### config.mk
export PLATFORM = sky130hd
export DESIGN_NAME = mod_tx_sequencer
export DESIGN_NICKNAME = d
export VERILOG_FILES = /design/src/rtl/mod_tx_sequencer.sv
export SDC_FILE = /design/constraint.sdc
export NUM_CORES = 1
export LEC_CHECK = 0
export CAP_MARGIN = 20
export CELL_PAD_IN_SITES_DETAIL_PLACEMENT = 0
export CELL_PAD_IN_SITES_GLOBAL_PLACEMENT = 1
export CORE_MARGIN = 2
export CORE_UTILIZATION = 41
export DETAILED_ROUTE_END_ITERATION = 12
export PLACE_DENSITY_LB_ADDON = 0.1
export SYNTH_ARGS = -nofsm -noshare
export SYNTH_HDL_FRONTEND = slang
export SYNTH_SLANG_ARGS = --single-unit
### constraint.sdc
create_clock -name clk -period 2.9 [get_ports clk]
set_input_delay 0.435 -clock clk [delete_from_list [all_inputs] [get_ports clk]]
set_output_delay 0.435 -clock clk [all_outputs]
set_load 0.01 [all_outputs]
### src/rtl/mod_tx_sequencer.sv
`default_nettype none
// +--------------------------------------------------------------------------+
// | mod_tx_sequencer: byte-serial ASK/FSK transmit sequencer with per-bit     |
// | programmable phase-step rate and 4-state carrier phase.  Rev 1.0          |
// +--------------------------------------------------------------------------+
module mod_tx_sequencer #(
  parameter int DATA_W      = 8,
  parameter int DIV_W       = 6,
  parameter int CYC_PER_BIT = 4
) (
  input  logic              clk,
  input  logic              rst,
  input  logic              mode,
  input  logic [DIV_W-1:0]  div_f0,
  input  logic [DIV_W-1:0]  div_f1,
  input  logic [DATA_W-1:0] in_data,
  input  logic              in_valid,
  output logic              in_ready,
  output logic              phase_tick,
  output logic              p,
  output logic              s,
  output logic              carrier_en,
  output logic              freq_sel,
  output logic              busy,
  output logic              done
);

  localparam int c_BW = (DATA_W > 1) ? $clog2(DATA_W) : 1;
  localparam int c_CW = (CYC_PER_BIT > 1) ? $clog2(CYC_PER_BIT) : 1;
  localparam logic [c_BW-1:0] c_BIT_LAST = c_BW'(DATA_W - 1);
  localparam logic [c_CW-1:0] c_CYC_LAST = c_CW'(CYC_PER_BIT - 1);

  typedef enum logic [0:0] {
    S_IDLE = 1'b0,
    S_SEND = 1'b1
  } state_t;

  state_t             r_state;
  state_t             w_state_nx;
  logic [DATA_W-1:0]  r_shift;
  logic               r_mode;
  logic [DIV_W-1:0]   r_div0;
  logic [DIV_W-1:0]   r_div1;
  logic [DIV_W-1:0]   r_div_cnt;
  logic [1:0]         r_phase;
  logic [c_BW-1:0]    r_bit_cnt;
  logic [c_CW-1:0]    r_cyc_cnt;
  logic               r_done;

  logic               w_accept;
  logic               w_tick;
  logic               w_cyc_end;
  logic               w_bit_end;
  logic               w_word_end;
  logic [DATA_W-1:0]  w_shift_nx;
  logic               w_next_bit;
  logic [DIV_W-1:0]   w_reload;
  logic [DIV_W-1:0]   w_load;

  // Deff-1 with a zero divisor treated as one; bit value only matters in FSK.
  function automatic logic [DIV_W-1:0] f_deff_m1(input logic m, input logic b,
                                                 input logic [DIV_W-1:0] d0,
                                                 input logic [DIV_W-1:0] d1);
    logic [DIV_W-1:0] d;
    d = (m && b) ? d1 : d0;
    return (d == '0) ? '0 : d - DIV_W'(1);
  endfunction

  assign w_accept   = (r_state == S_IDLE) && in_valid;
  assign w_tick     = (r_state == S_SEND) && (r_div_cnt == '0);
  assign w_cyc_end  = w_tick && (r_phase == 2'b11);
  assign w_bit_end  = w_cyc_end && (r_cyc_cnt == c_CYC_LAST);
  assign w_word_end = w_bit_end && (r_bit_cnt == c_BIT_LAST);
  assign w_shift_nx = {1'b0, r_shift[DATA_W-1:1]};
  assign w_next_bit = w_bit_end ? r_shift[1] : r_shift[0];
  assign w_reload   = f_deff_m1(r_mode, w_next_bit, r_div0, r_div1);
  assign w_load     = f_deff_m1(mode, in_data[0], div_f0, div_f1);

  always_ff @(posedge clk or posedge rst) begin
    if (rst) begin
      r_state <= S_IDLE;
    end else begin
      r_state <= w_state_nx;
    end
  end

  always_comb begin
    w_state_nx = r_state;
    case (r_state)
      S_IDLE: if (w_accept) w_state_nx = S_SEND;
      S_SEND: if (w_word_end) w_state_nx = S_IDLE;
      default: w_state_nx = S_IDLE;
    endcase
  end

  always_ff @(posedge clk or posedge rst) begin
    if (rst) begin
      r_shift   <= '0;
      r_mode    <= 1'b0;
      r_div0    <= '0;
      r_div1    <= '0;
      r_div_cnt <= '0;
      r_phase   <= 2'b00;
      r_bit_cnt <= '0;
      r_cyc_cnt <= '0;
      r_done    <= 1'b0;
    end else begin
      r_done <= 1'b0;
      if (w_accept) begin
        r_shift   <= in_data;
        r_mode    <= mode;
        r_div0    <= div_f0;
        r_div1    <= div_f1;
        r_div_cnt <= w_load;
        r_phase   <= 2'b00;
        r_bit_cnt <= '0;
        r_cyc_cnt <= '0;
      end else if (w_tick) begin
        r_phase   <= r_phase + 2'b01;
        r_div_cnt <= w_reload;
        if (w_bit_end) begin
          r_cyc_cnt <= '0;
          r_shift   <= w_shift_nx;
          r_bit_cnt <= w_word_end ? '0 : r_bit_cnt + 1'b1;
          r_done    <= w_word_end;
        end else if (w_cyc_end) begin
          r_cyc_cnt <= r_cyc_cnt + 1'b1;
        end
      end else if (r_state == S_SEND) begin
        r_div_cnt <= r_div_cnt - DIV_W'(1);
      end
    end
  end

  // Outputs decode registered state only, so an async reset clears them at once.
  assign in_ready   = (r_state == S_IDLE);
  assign busy       = (r_state == S_SEND);
  assign phase_tick = w_tick;
  assign p          = r_phase[0];
  assign s          = r_phase[1];
  assign carrier_en = busy && (r_mode || r_shift[0]);
  assign freq_sel   = busy && r_mode && r_shift[0];
  assign done       = r_done;

endmodule
`default_nettype wire
==> qor.yml <==
drc: 0
cp.arrival_ns: 2.17
io_pins: 32
clockBufferDepth: 2
maxSlewHeadroom_pct: 57.0
tns_ns: 0
synthTopCellsByArea: "dfrtp_1, nand2_1, mux2i_1, ha_1, o21ai_0"
die_w_um: 76.6
cts_tree: "built"
busiest_layer: "met2"
grt_pass1_vias: 1855
dpl.hpwl_mm: 4.09
area_delta_synth_final_pct: 24.8
hold_viol_final: 0
cts-htree-levels: 2
worstPathMaxFanout: 6
nNetsFinal: 315
globalRouteMet3Util_pct: 4.38
synth.yosys.warnings: 0
dp_cells: 345
finalCriticalPeriod_ns: 2.60
num_vias: 1914
leakagePower_nw: 1.22
cap_violations: 0
met1_usage_pct: 25.8
drt_first_pass_iters: 4
cts.sinks: 36
antenna_found_initial: 0
cts_root_buffer: "clkbuf_8"
insertion_delay_ns: 0.29
wl_mm: 5.35
start_util_pct: 42.3
core-area_um2: 5110
cts-hold-fix-buffers: 0
ys.flop_type: "dfrtp_1"
power.density_nw_per_um2: 655
vdd_drop_max_mv: 0.290
setup_viol: 0
critical_path_required_ns: 2.47
routedWlPerCell_um: 15.2
grt_usage_pct: 19.9
grtUsageMet2_pct: 32.9
cts_resized: 0
gp_congestion: 0.823
max_freq_ghz: 0.385
tightest_slew_ns: 0.643
dieArea_um2: 5870
hold_path_class: "flop to flop"
synth-seq-area-share_pct: 41.7
portBuffers: 31
initialDrtViolationCount: 103
synth.top_cell.area_share_pct: 41.7
synth_nets: 276
syn_area_um2: 2160
ys_ff_latch: 36
critPathCaptureType: "primary output"
chipHeight_um: 76.6
rows: 26
antenna_cells: 0
ys_types: 48
synth_edf_count: 0
grt_max_degree: 37
drive_above_1_share_pct: 7.42
maxSlewViolCount: 0
cts_made_buffers: 5
status: "finished, final reports clean"
crit_path_start_kind: "flop"
fin_crit_sh_pct: 89.7
clk_pin_slew_worst_paths_ns: 0.07
cts_setup_buffers: 0
synthArstFlopShare_pct: 100
viasPerCell: 5.42
drtAntennaViolNets: 0
power_mw: 1.77
yosys.area.top_type: "dfrtp_1"
grt_overflow: 0
syn_inst: 243
syn-mean-instance-area_um2: 8.90
grt_setup_unrepaired: "no"
fin_skew_ns: 0.00694
instances_no_fill: 353
grt_pass1_wl_mm: 9.18
worstSetupPathType: "flop to primary output"
flip-flops by register name, summed over array words and instances (netlist names):
signal and cells:
r_shift 8, r_phase 2, busy 1, r_div1 6
r_div0 6, r_bit_cnt 3, r_mode 1, r_cyc_cnt 2
done 1, r_div_cnt 6
worst max-delay path, stage by stage, from the launching register on:
cell and delay [ns]:
dfrtp_1 0.42, inv_1 0.12, ha_1 0.21, nand3b_1 0.15
or2_1 0.31, inv_2 0.13, clkdlybuf4s50_1 0.54
worst paths after layout:
check / from / end / slack (ns) / depth (start not counted)
max: r_div_cnt[0] / phase_tick / 0.30 / 6
min: r_shift[5] / r_shift[5] / 0.48 / 1
max reg2reg: r_div_cnt[2] / r_div_cnt[4] / 0.33 / 9
min reg2reg: r_shift[5] / r_shift[5] / 0.48 / 1
max in group asynchronous: rst / r_cyc_cnt[0] / 2.02 / 3
min in group asynchronous: rst / r_div0[5] / 0.54 / 3
power by group:
part / internal (mW) / switching (mW) / total (mW)
Clock: 0.255 / 0.178 / 0.433
Combinational: 0.293 / 0.286 / 0.579
Sequential: 0.633 / 0.121 / 0.754
cells by family (layout without fill, tap and decap cells):
kind of cell / after synthesis / after routing / share of synthesized area, %
AO/OA/AOI/OAI: 50 / 50 / 15.9
AND/OR/NAND/NOR: 111 / 111 / 23.8
buffers and inverters: 12 / 52 / 2.20
adder cells (fa/ha/maj): 9 / 9 / 5.21
XOR/XNOR: 7 / 7 / 2.84
multiplexers: 18 / 18 / 8.39
flip-flops: 36 / 36 / 41.7
cells in the mapped netlist, types with 2 or more instances:
cell type	count
o221ai_1	2
a22o_1	4
dfrtp_1	36
ha_1	9
a21oi_1	7
o211ai_1	3
xnor2_1	4
nand3b_1	2
buf_1	2
and3_1	2
or4_1	2
inv_1	5
a221o_1	2
mux2i_1	17
o21ai_0	15
nand2_1	63
nor2_1	18
xor2_1	3
clkbuf_1	2
nor3b_1	2
o31ai_1	4
a21o_1	3
nand3_1	7
buf_2	2
nor3_1	4
cell type report:
cell class / instances / area [µm²]
inverter: 6 / 22.5
multi-input combinational: 195 / 1220
clock inverter: 2 / 35.0
timing repair buffer: 38 / 363
fill: 500 / 2410
tap: 70 / 87.6
clock buffer: 6 / 72.6
sequential: 36 / 901
placed cells by master (no fill, tap or decap), types with 3 or more instances in the layout:
| cell | synthesis | final |
|---|---|---|
| nor3_1 | 4 | 4 |
| nand3_1 | 7 | 7 |
| o31ai_1 | 4 | 4 |
| clkbuf_8 | 0 | 5 |
| a21o_1 | 3 | 3 |
| dfrtp_1 | 36 | 36 |
| nand2_1 | 63 | 63 |
| buf_4 | 0 | 7 |
| a21oi_1 | 7 | 7 |
| ha_1 | 9 | 9 |
| inv_1 | 5 | 5 |
| a22o_1 | 4 | 4 |
| o21ai_0 | 15 | 15 |
| o211ai_1 | 3 | 3 |
| mux2i_1 | 17 | 17 |
| nor2_1 | 18 | 18 |
| xnor2_1 | 4 | 4 |
| xor2_1 | 3 | 3 |
| clkdlybuf4s50_1 | 0 | 31 |
stage by stage:
step           instance area, µm²  hold WS [ns]  utilization [%]  setup slack [ns]
2_1_floorplan                2160         0.449                -             0.374
3_3_place_gp                 2590         0.468             50.7             0.121
3_5_place_dp                 2590         0.470             50.7             0.153
4_1_cts                      2700         0.491             52.8             0.300
5_1_grt                      2700         0.534             52.8           0.00568
6_report                     2700         0.484             52.8             0.300
per-layer routing:
layer  vias up  share of wire, %
met5         -                 0
met4         0               2.1
met3        11               4.2
met2        43                49
met1       915                45
li1        945                 -
Power figures use the tool's default switching activity.
